`config.mk`:
```
export PLATFORM = sky130hd
export DESIGN_NAME = apb_master_arb_flat
export DESIGN_NICKNAME = d
export VERILOG_FILES = /design/src/rtl/apb_master_arb_if.sv /design/src/rtl/apb_master_arb.sv /design/src/flat_wrapper.sv
export SDC_FILE = /design/constraint.sdc
export NUM_CORES = 1
export LEC_CHECK = 0
export ABC_AREA = 1
export CAP_MARGIN = 20
export CORE_ASPECT_RATIO = 1.2
export CORE_MARGIN = 2
export CORE_UTILIZATION = 37
export CTS_CLUSTER_SIZE = 14
export DETAILED_ROUTE_END_ITERATION = 10
export PLACE_DENSITY = 0.8
export REMOVE_ABC_BUFFERS = 1
export SYNTH_ARGS = -nofsm -noshare
export SYNTH_HDL_FRONTEND = slang
export SYNTH_SLANG_ARGS = --single-unit
```
`constraint.sdc`:
```
create_clock -name pclk -period 2.09 [get_ports pclk]
set_input_delay 0.627 -clock pclk [delete_from_list [all_inputs] [get_ports pclk]]
set_output_delay 0.627 -clock pclk [all_outputs]
set_load 0.005 [all_outputs]
```
`src/rtl/apb_master_arb_if.sv`:
```
// -----------------------------------------------------------------------------
// apb_master_arb_if
// APB bus bundle between the two-requester APB master and an APB slave.
//
// Signals:
//   psel, penable, pwrite  master -> slave  APB transfer controls
//   paddr  [ADDR_W]        master -> slave  address
//   pwdata [DATA_W]        master -> slave  write data
//   prdata [DATA_W]        slave  -> master read data
//   pready                 slave  -> master ready / wait-state control
//
// Handshake: a transfer occupies one SETUP cycle (psel=1, penable=0) followed
// by one or more ACCESS cycles (psel=1, penable=1). The transfer completes on
// the first ACCESS cycle in which the slave drives pready=1. prdata is only
// meaningful in that completing cycle of a read.
// -----------------------------------------------------------------------------
interface apb_master_arb_if #(
    parameter int ADDR_W = 4,
    parameter int DATA_W = 8
);
    logic              psel;
    logic              penable;
    logic              pwrite;
    logic [ADDR_W-1:0] paddr;
    logic [DATA_W-1:0] pwdata;
    logic [DATA_W-1:0] prdata;
    logic              pready;

    modport master (
        output psel, penable, pwrite, paddr, pwdata,
        input  prdata, pready
    );

    modport slave (
        input  psel, penable, pwrite, paddr, pwdata,
        output prdata, pready
    );
endinterface

```
`src/rtl/apb_master_arb.sv`:
```
// -----------------------------------------------------------------------------
// apb_master_arb
// APB master shared by two requesters with round-robin arbitration.
// A three-state FSM (IDLE -> SETUP -> ACCESS) runs one APB transfer at a time.
// In IDLE the winner is picked (single requester wins outright, on contention
// the 1-bit pointer decides); its direction, address and write data are
// captured and held on the bus until the next grant.
//
// Optional feature (macro APB_MASTER_ARB_TIMEOUT_EN): an ACCESS wait counter
// ends a transfer that has waited TIMEOUT_CYCLES cycles with pready still low,
// reporting done_o and err_o for the owner. Without the macro ACCESS waits
// forever and err_o is tied to 0.
//
// Ports:
//   pclk, presetn      clock, asynchronous active-low reset
//   req_i   [2]        per-requester request, held until that requester's done_o
//   write_i [2]        per-requester direction (1 = write)
//   addr_i  [2*ADDR_W] requester n uses [n*ADDR_W +: ADDR_W]
//   wdata_i [2*DATA_W] requester n uses [n*DATA_W +: DATA_W]
//   done_o  [2]        one-cycle completion pulse (combinational in ACCESS)
//   err_o   [2]        timeout error, valid with done_o
//   rdata_o [DATA_W]   read data, valid with done_o (0 for writes / timeouts)
//   busy_o             high in SETUP and ACCESS
//   state_o [2]        FSM state for observation (0 IDLE, 1 SETUP, 2 ACCESS)
//   apb                APB master modport
// -----------------------------------------------------------------------------
module apb_master_arb #(
    parameter int ADDR_W         = 4,
    parameter int DATA_W         = 8,
    parameter int TIMEOUT_CYCLES = 15
) (
    input  logic                  pclk,
    input  logic                  presetn,
    input  logic [1:0]            req_i,
    input  logic [1:0]            write_i,
    input  logic [2*ADDR_W-1:0]   addr_i,
    input  logic [2*DATA_W-1:0]   wdata_i,
    output logic [1:0]            done_o,
    output logic [1:0]            err_o,
    output logic [DATA_W-1:0]     rdata_o,
    output logic                  busy_o,
    output logic [1:0]            state_o,
    apb_master_arb_if.master      apb
);

    typedef enum logic [1:0] {
        S_IDLE   = 2'd0,
        S_SETUP  = 2'd1,
        S_ACCESS = 2'd2
    } state_t;

    // Elaboration-time sanity check on the wait limit.
    if (TIMEOUT_CYCLES < 1) begin : g_bad_timeout
        $error("apb_master_arb: TIMEOUT_CYCLES must be at least 1");
    end

    state_t            state_q, state_d;
    logic              ptr_q, ptr_d;
    logic              owner_q, owner_d;
    logic              pwrite_q, pwrite_d;
    logic [ADDR_W-1:0] paddr_q, paddr_d;
    logic [DATA_W-1:0] pwdata_q, pwdata_d;

    logic              grant;
    logic              psel_c;
    logic              penable_c;
    logic [1:0]        done_c;
    logic [DATA_W-1:0] rdata_c;

`ifdef APB_MASTER_ARB_TIMEOUT_EN
    localparam int CNT_W = (TIMEOUT_CYCLES < 2) ? 1 : $clog2(TIMEOUT_CYCLES + 1);
    localparam logic [CNT_W-1:0] CNT_MAX = CNT_W'(TIMEOUT_CYCLES);

    logic [CNT_W-1:0]  cnt_q, cnt_d;
    logic [1:0]        err_c;
`endif

    // A lone request wins outright; the pointer only matters on contention.
    always_comb begin
        grant = ptr_q;
        if (req_i == 2'b01) begin
            grant = 1'b0;
        end else if (req_i == 2'b10) begin
            grant = 1'b1;
        end
    end

    always_comb begin
        state_d   = state_q;
        ptr_d     = ptr_q;
        owner_d   = owner_q;
        pwrite_d  = pwrite_q;
        paddr_d   = paddr_q;
        pwdata_d  = pwdata_q;
        psel_c    = 1'b0;
        penable_c = 1'b0;
        done_c    = 2'b00;
        rdata_c   = '0;
`ifdef APB_MASTER_ARB_TIMEOUT_EN
        cnt_d     = cnt_q;
        err_c     = 2'b00;
`endif

        case (state_q)
            S_IDLE: begin
                if (|req_i) begin
                    state_d  = S_SETUP;
                    owner_d  = grant;
                    pwrite_d = grant ? write_i[1] : write_i[0];
                    paddr_d  = grant ? addr_i[2*ADDR_W-1:ADDR_W] : addr_i[ADDR_W-1:0];
                    pwdata_d = grant ? wdata_i[2*DATA_W-1:DATA_W] : wdata_i[DATA_W-1:0];
`ifdef APB_MASTER_ARB_TIMEOUT_EN
                    cnt_d    = '0;
`endif
                end
            end

            S_SETUP: begin
                psel_c  = 1'b1;
                state_d = S_ACCESS;
            end

            S_ACCESS: begin
                psel_c    = 1'b1;
                penable_c = 1'b1;
                if (apb.pready) begin
                    done_c  = owner_q ? 2'b10 : 2'b01;
                    rdata_c = pwrite_q ? '0 : apb.prdata;
                    state_d = S_IDLE;
                    ptr_d   = ~owner_q;
`ifdef APB_MASTER_ARB_TIMEOUT_EN
                end else if (cnt_q == CNT_MAX) begin
                    // Slave never answered: give up, report an error, rotate.
                    done_c  = owner_q ? 2'b10 : 2'b01;
                    err_c   = owner_q ? 2'b10 : 2'b01;
                    state_d = S_IDLE;
                    ptr_d   = ~owner_q;
                end else begin
                    cnt_d = cnt_q + 1'b1;
`endif
                end
            end

            default: begin
                state_d = S_IDLE;
            end
        endcase
    end

    always_ff @(posedge pclk or negedge presetn) begin
        if (!presetn) begin
            state_q  <= S_IDLE;
            ptr_q    <= 1'b0;
            owner_q  <= 1'b0;
            pwrite_q <= 1'b0;
            paddr_q  <= '0;
            pwdata_q <= '0;
        end else begin
            state_q  <= state_d;
            ptr_q    <= ptr_d;
            owner_q  <= owner_d;
            pwrite_q <= pwrite_d;
            paddr_q  <= paddr_d;
            pwdata_q <= pwdata_d;
        end
    end

`ifdef APB_MASTER_ARB_TIMEOUT_EN
    always_ff @(posedge pclk or negedge presetn) begin
        if (!presetn) begin
            cnt_q <= '0;
        end else begin
            cnt_q <= cnt_d;
        end
    end

    assign err_o = err_c;
`else
    assign err_o = 2'b00;
`endif

    assign apb.psel    = psel_c;
    assign apb.penable = penable_c;
    assign apb.pwrite  = pwrite_q;
    assign apb.paddr   = paddr_q;
    assign apb.pwdata  = pwdata_q;

    assign done_o  = done_c;
    assign rdata_o = rdata_c;
    assign busy_o  = (state_q != S_IDLE);
    assign state_o = state_q;

endmodule

```
`src/flat_wrapper.sv`:
```
// flat-port wrapper written by rule: the top's interface ports become plain ports
module apb_master_arb_flat 
#(
    parameter int ADDR_W         = 4,
    parameter int DATA_W         = 8,
    parameter int TIMEOUT_CYCLES = 15
)
  (pclk, presetn, req_i, write_i, addr_i, wdata_i, done_o, err_o, rdata_o, busy_o, state_o, apb_psel, apb_penable, apb_pwrite, apb_paddr, apb_pwdata, apb_prdata, apb_pready);
  apb_master_arb_if #(.ADDR_W(ADDR_W), .DATA_W(DATA_W)) apb_i ();
  input  logic pclk;
  input  logic presetn;
  input  logic [1:0] req_i;
  input  logic [1:0] write_i;
  input  logic [2*ADDR_W-1:0] addr_i;
  input  logic [2*DATA_W-1:0] wdata_i;
  output logic [1:0] done_o;
  output logic [1:0] err_o;
  output logic [DATA_W-1:0] rdata_o;
  output logic busy_o;
  output logic [1:0] state_o;
  output wire logic [$bits(apb_i.psel)-1:0] apb_psel;
  output wire logic [$bits(apb_i.penable)-1:0] apb_penable;
  output wire logic [$bits(apb_i.pwrite)-1:0] apb_pwrite;
  output wire logic [$bits(apb_i.paddr)-1:0] apb_paddr;
  output wire logic [$bits(apb_i.pwdata)-1:0] apb_pwdata;
  input wire logic [$bits(apb_i.prdata)-1:0] apb_prdata;
  input wire logic [$bits(apb_i.pready)-1:0] apb_pready;
  assign apb_psel = apb_i.psel;
  assign apb_penable = apb_i.penable;
  assign apb_pwrite = apb_i.pwrite;
  assign apb_paddr = apb_i.paddr;
  assign apb_pwdata = apb_i.pwdata;
  assign apb_i.prdata = apb_prdata;
  assign apb_i.pready = apb_pready;
  apb_master_arb #(.ADDR_W(ADDR_W), .DATA_W(DATA_W), .TIMEOUT_CYCLES(TIMEOUT_CYCLES)) u_core (.pclk(pclk), .presetn(presetn), .req_i(req_i), .write_i(write_i), .addr_i(addr_i), .wdata_i(wdata_i), .done_o(done_o), .err_o(err_o), .rdata_o(rdata_o), .busy_o(busy_o), .state_o(state_o), .apb(apb_i));
endmodule
```
**Yosys cells after proc, flatten, opt, wreduce, memory -nomap -nowiden**

Cells that the tools add are included.

- Flip-flop bits (word level): 17
- Latch bits: 0
- Memory bits (writable): 0
- Memory bits (read-only): 0
- Input port bits: 39
- Output and inout port bits: 30
- Logic and storage cells: 36
- Memories: 0

- Add/subtract/negate cells: 0
- Multiply operators: 0
- Div/mod/pow operators: 0
- Magnitude comparators: 0
- Equality and inequality tests: 6
- Shift operators: 0
- Mux-type cells: 16
- Bitwise logic cells: 1
- Reductions and logical operators: 7

Operators with widths:

| kind | number |
|---|---|
| 2-to-1 mux 8 bit | 4 |
| 2-to-1 mux 2 bit | 5 |
| one-hot mux 2 bit (3 select lines) | 1 |
| AND reduction 2 bit | 3 |
| 2-to-1 mux 1 bit | 5 |
| == test 2 x 1 -> 1 bit, second input constant | 2 |
| == test 2 bit, second input constant | 2 |
| 2-to-1 mux 4 bit | 1 |
| OR reduction 2 bit | 2 |
| logical NOT 2 bit | 1 |
| != test 2 x 1 -> 1 bit, second input constant | 1 |
| != test 2 bit, second input constant | 1 |
| nonzero test 2 bit | 1 |
| NOT 1 bit | 1 |

**Logic depth before layout (Yosys ltp)**

- Depth in word-level cells: 4
- Mapped depth: 8
- Mapped depth without buffers: 7

**Worst setup path after synthesis**

Ideal clock, no wire load.

- Path kind: register to output
- Start: reg u_core.state_q[0] (netlist: u_core.state_o[0])
- End: out rdata_o[0]
- Arrival: 1.299 ns
- Path slack: 0.164 ns
- Stages on the path, launching flop included: 7
- Path buffers: 1
- Cell sequence: dfrtp_1 inv_1 ha_1 nand2_1 or2_2 buf_6 nor2_1

- Word-level cells in the longest chain between the ends: 2

RTL lines:

| item | line | source |
|---|---|---|
| start: declaration | apb_master_arb.sv:57 | `state_t state_q, state_d;` |
| start signal: assignment | apb_master_arb.sv:159 | `state_q <= state_d;` |
| == test 2 bit | apb_master_arb.sv:104 | `case (state_q)` |
| 2-to-1 mux 8 bit | apb_master_arb.sv:104 |  |
| end: declaration | flat_wrapper.sv:18 | `output logic [DATA_W-1:0] rdata_o;` |

Every way passes these cells.

**Final worst setup path**

- Start: reg u_core.state_q[0] (netlist: u_core.state_o[0])
- End: out rdata_o[4]

Same word-level chain as after synthesis.

==> results.md <==
* Synth Register Bits at 17
* Critical-path top delay cell: dfrtp_1
* Post-layout min period at 2.15 ns
* Starting Density at 39.4%
* Worst Path Required at 1.46 ns
* # IOs at 69
* WP data arrival at 1.52 ns
* WHS Path Cells at 2
* Period utilization at 103%
* Detailed router's first-iteration violation count at 9
* VDD IR-drop max at 614 µV
* CTS tree: yes
* CP peak stage delay at 0.40 ns
* Post-synthesis sequential area ratio at 38.0%
* Most frequent cells in the layout: 51 x clkdlybuf4s50_1, 42 x nand2_1, 41 x inv_1
* Sink Count at 17
* Hold Path End: u_core.apb.pwdata[1]
* Share of cells above drive strength 1 at 18.4%
* HP Class: register to register
* Max Clk Rate at 0.466 GHz
* Worst flop-to-flop path endpoint: u_core.apb.pwdata[2]
* PortBufs at 66
* Post-Syn Area at 0.00112 mm²
* Syn Inst Count at 166
* Placed insts at 270
* CTS Buffer Depth at 2
* Crit-path cells: inv_2 > ha_4 > nand2_2 > or2_4 > buf_6 > nor2_2 > buf_2
* Final slew viol count at 0
* Final hold violation count at 0
* GP Congestion at 0.757
* Mean routed wirelength per cell at 10.9 µm
* WP buf/inv at 3
* Total GRT Usage at 18.7%
* Gr ovfl total at 0
* Failing checks: setup timing
* Drt first pass iters at 4
* Worst reg-to-reg path cell count at 9
* DPL Wire Length at 2340 µm
* First-pass GRT wire length at 4840 µm
* Core ar. at 0.00284 mm²
* Vias post-DR at 1235
* Synth warnings at 0
* Pleak at 1.07 nW
* Reg clk slew, reported paths at 0.10 ns
* CTS H-tree depth at 1
* Setup crit start kind: register
* Vias per cell at 4.44
* HP Start: u_core.apb.pwdata[1]
* Clk root buf: clkbuf_4
* Pwr Density at 1030 mW/mm²
* Die area at 0.00348 mm²
* Core Rows at 21
* Worst Path Max Fanout at 5
* Setup CP Type: register to output port
* Die height at 64.2 µm
* Distinct cells, synth at 17
* RSZ-0062 raised after global routing: true
* Area grow syn2layout at 71.9%
* Non-Filler Instances at 278
* Most common cell after layout, fill and taps aside: clkdlybuf4s50_1
* Final setup margin at -0.0559 ns
* Clk_lat worst skew at 0.28 ns
* Clock skew at 0.000913 ns
* TritonCTS buffer count at 3
* Top delay family on crit path: flip-flops
* DRC at 0
* Initial antenna violation count at 0
* R2R setup slack at 0.49 ns
* Vias in the first global route at 1144
* Worst Setup End Kind: output port
* DIE WIDTH at 54.2 µm
* Pre-CTS WS at -0.657 ns
* Filler Cells Inserted at 257
* Max-Cap Viols at 0
* Synth Area per Inst at 6.74 µm²
* Diodes inserted at 0
* DRT antenna net count at 0
* Final setup fails at 5
* # hold bufs at CTS at 0
* Pin count of the biggest net entering global routing at 18
* Status: finished with violations
* R2r startpoint: u_core.state_o[1]
* Nets at 288
* Final WL at 3020 µm
[logic make-up (layout without fill, tap and decap cells)]
family / Yosys count / count (layout) / synth area share [%]
simple gates: 85 / 85 / 32.4
buf+inv: 53 / 130 / 20.7
flops: 17 / 17 / 38.0
compound gates: 6 / 6 / 4.03
fa+ha+maj: 4 / 4 / 4.47
other cells: 1 / 2 / 0.335
[stage by stage]
| step | hold WS [ns] | total power, mW | util [%] | TNS [ns] | cell area, µm² |
|---|---|---|---|---|---|
| 3_3_place_gp | 0.461 | 1.75 | 65.0 | -5.89 | 1850 |
| 5_1_grt | 0.524 | 2.18 | 67.8 | -0.637 | 1920 |
| 2_1_floorplan | 0.331 | 1.07 | - | 0 | 1060 |
| 6_report | 0.489 | 1.99 | 67.8 | -0.237 | 1920 |
| 4_1_cts | 0.490 | 1.96 | 65.7 | -0.448 | 1860 |
| 3_5_place_dp | 0.465 | 1.78 | 65.0 | -6.05 | 1850 |
[layer usage]
metal / vias to the layer above / routed length [µm] / track usage (%)
li1: 635 / - / -
met1: 545 / 1070 / 20.4
met2: 51 / 1590 / 33.3
met3: 4 / 318 / 4.67
met4: 0 / 38 / 6.56
met5: - / 0 / 0
[report_power, final]
part           leakage [nW]  internal [mW]  switching (mW)  total (mW)
logic                 0.850          0.668           0.558        1.23
registers             0.204          0.495          0.0950       0.590
clock network        0.0150         0.0740          0.0999       0.174
total                  1.07           1.24           0.753        1.99
[area by class of cell]
cell class                 count  area, µm²  share of cell area, %
timing repair buffer          81        737                   38.3
multi-input combinational     97        520                   27.1
sequential                    17        425                   22.1
inverter                      45        171                   8.91
tap                           34       42.5                   2.21
clock buffer                   4       26.3                   1.37
[state kept, by name, indices dropped and copies added, names as in the netlist]
name,flops
u_core.apb.pwdata,8
u_core.apb.paddr,4
u_core.state_o,2
u_core.apb.pwrite,1
u_core.owner_q,1
u_core.ptr_q,1
[worst reg2reg max path, stage by stage, from the launching register on]
cell and delay, ns:
dfrtp_1 0.42, buf_4 0.16, inv_4 0.07, ha_4 0.12, inv_1 0.04, buf_4 0.13
a21oi_4 0.22, inv_2 0.18, nand2_1 0.11, nand2_1 0.05
[cell usage after synthesis]
library cell / count / area [µm²]
inv_1: 43 / 161
nand2_1: 43 / 161
nand3_1: 27 / 135
dfrtp_1: 17 / 425
nor2_1: 11 / 41.3
buf_4: 4 / 30.0
ha_1: 4 / 50.1
nand2_2: 3 / 18.8
o21ai_0: 3 / 15.0
buf_2: 2 / 10.0
buf_6: 2 / 22.5
inv_2: 2 / 7.51
a21oi_1: 1 / 5.00
a21oi_2: 1 / 8.76
a21oi_4: 1 / 16.3
conb_1: 1 / 3.75
or2_2: 1 / 6.26
[what timing repair did]
action,4_1_cts,5_1_grt
setup endpoints to repair,13,12
buffers inserted,3,1
endpoints found under the hold margin,0,0
pin swaps,2,2
resized for setup,42,15
[worst max-delay path by stage]
stage                           start          to  slack (ns)  cells after the start
floorplan           u_core.state_o[0]  rdata_o[0]        0.22                      5
global placement           apb_pready  rdata_o[6]       -0.63                      5
detailed placement         apb_pready  rdata_o[3]       -0.66                      5
CTS                 u_core.state_o[0]  rdata_o[6]       -0.09                      7
global route        u_core.state_o[0]  rdata_o[4]       -0.13                      7
finish              u_core.state_o[0]  rdata_o[4]       -0.06                      7
Power figures use the tool's default switching activity.
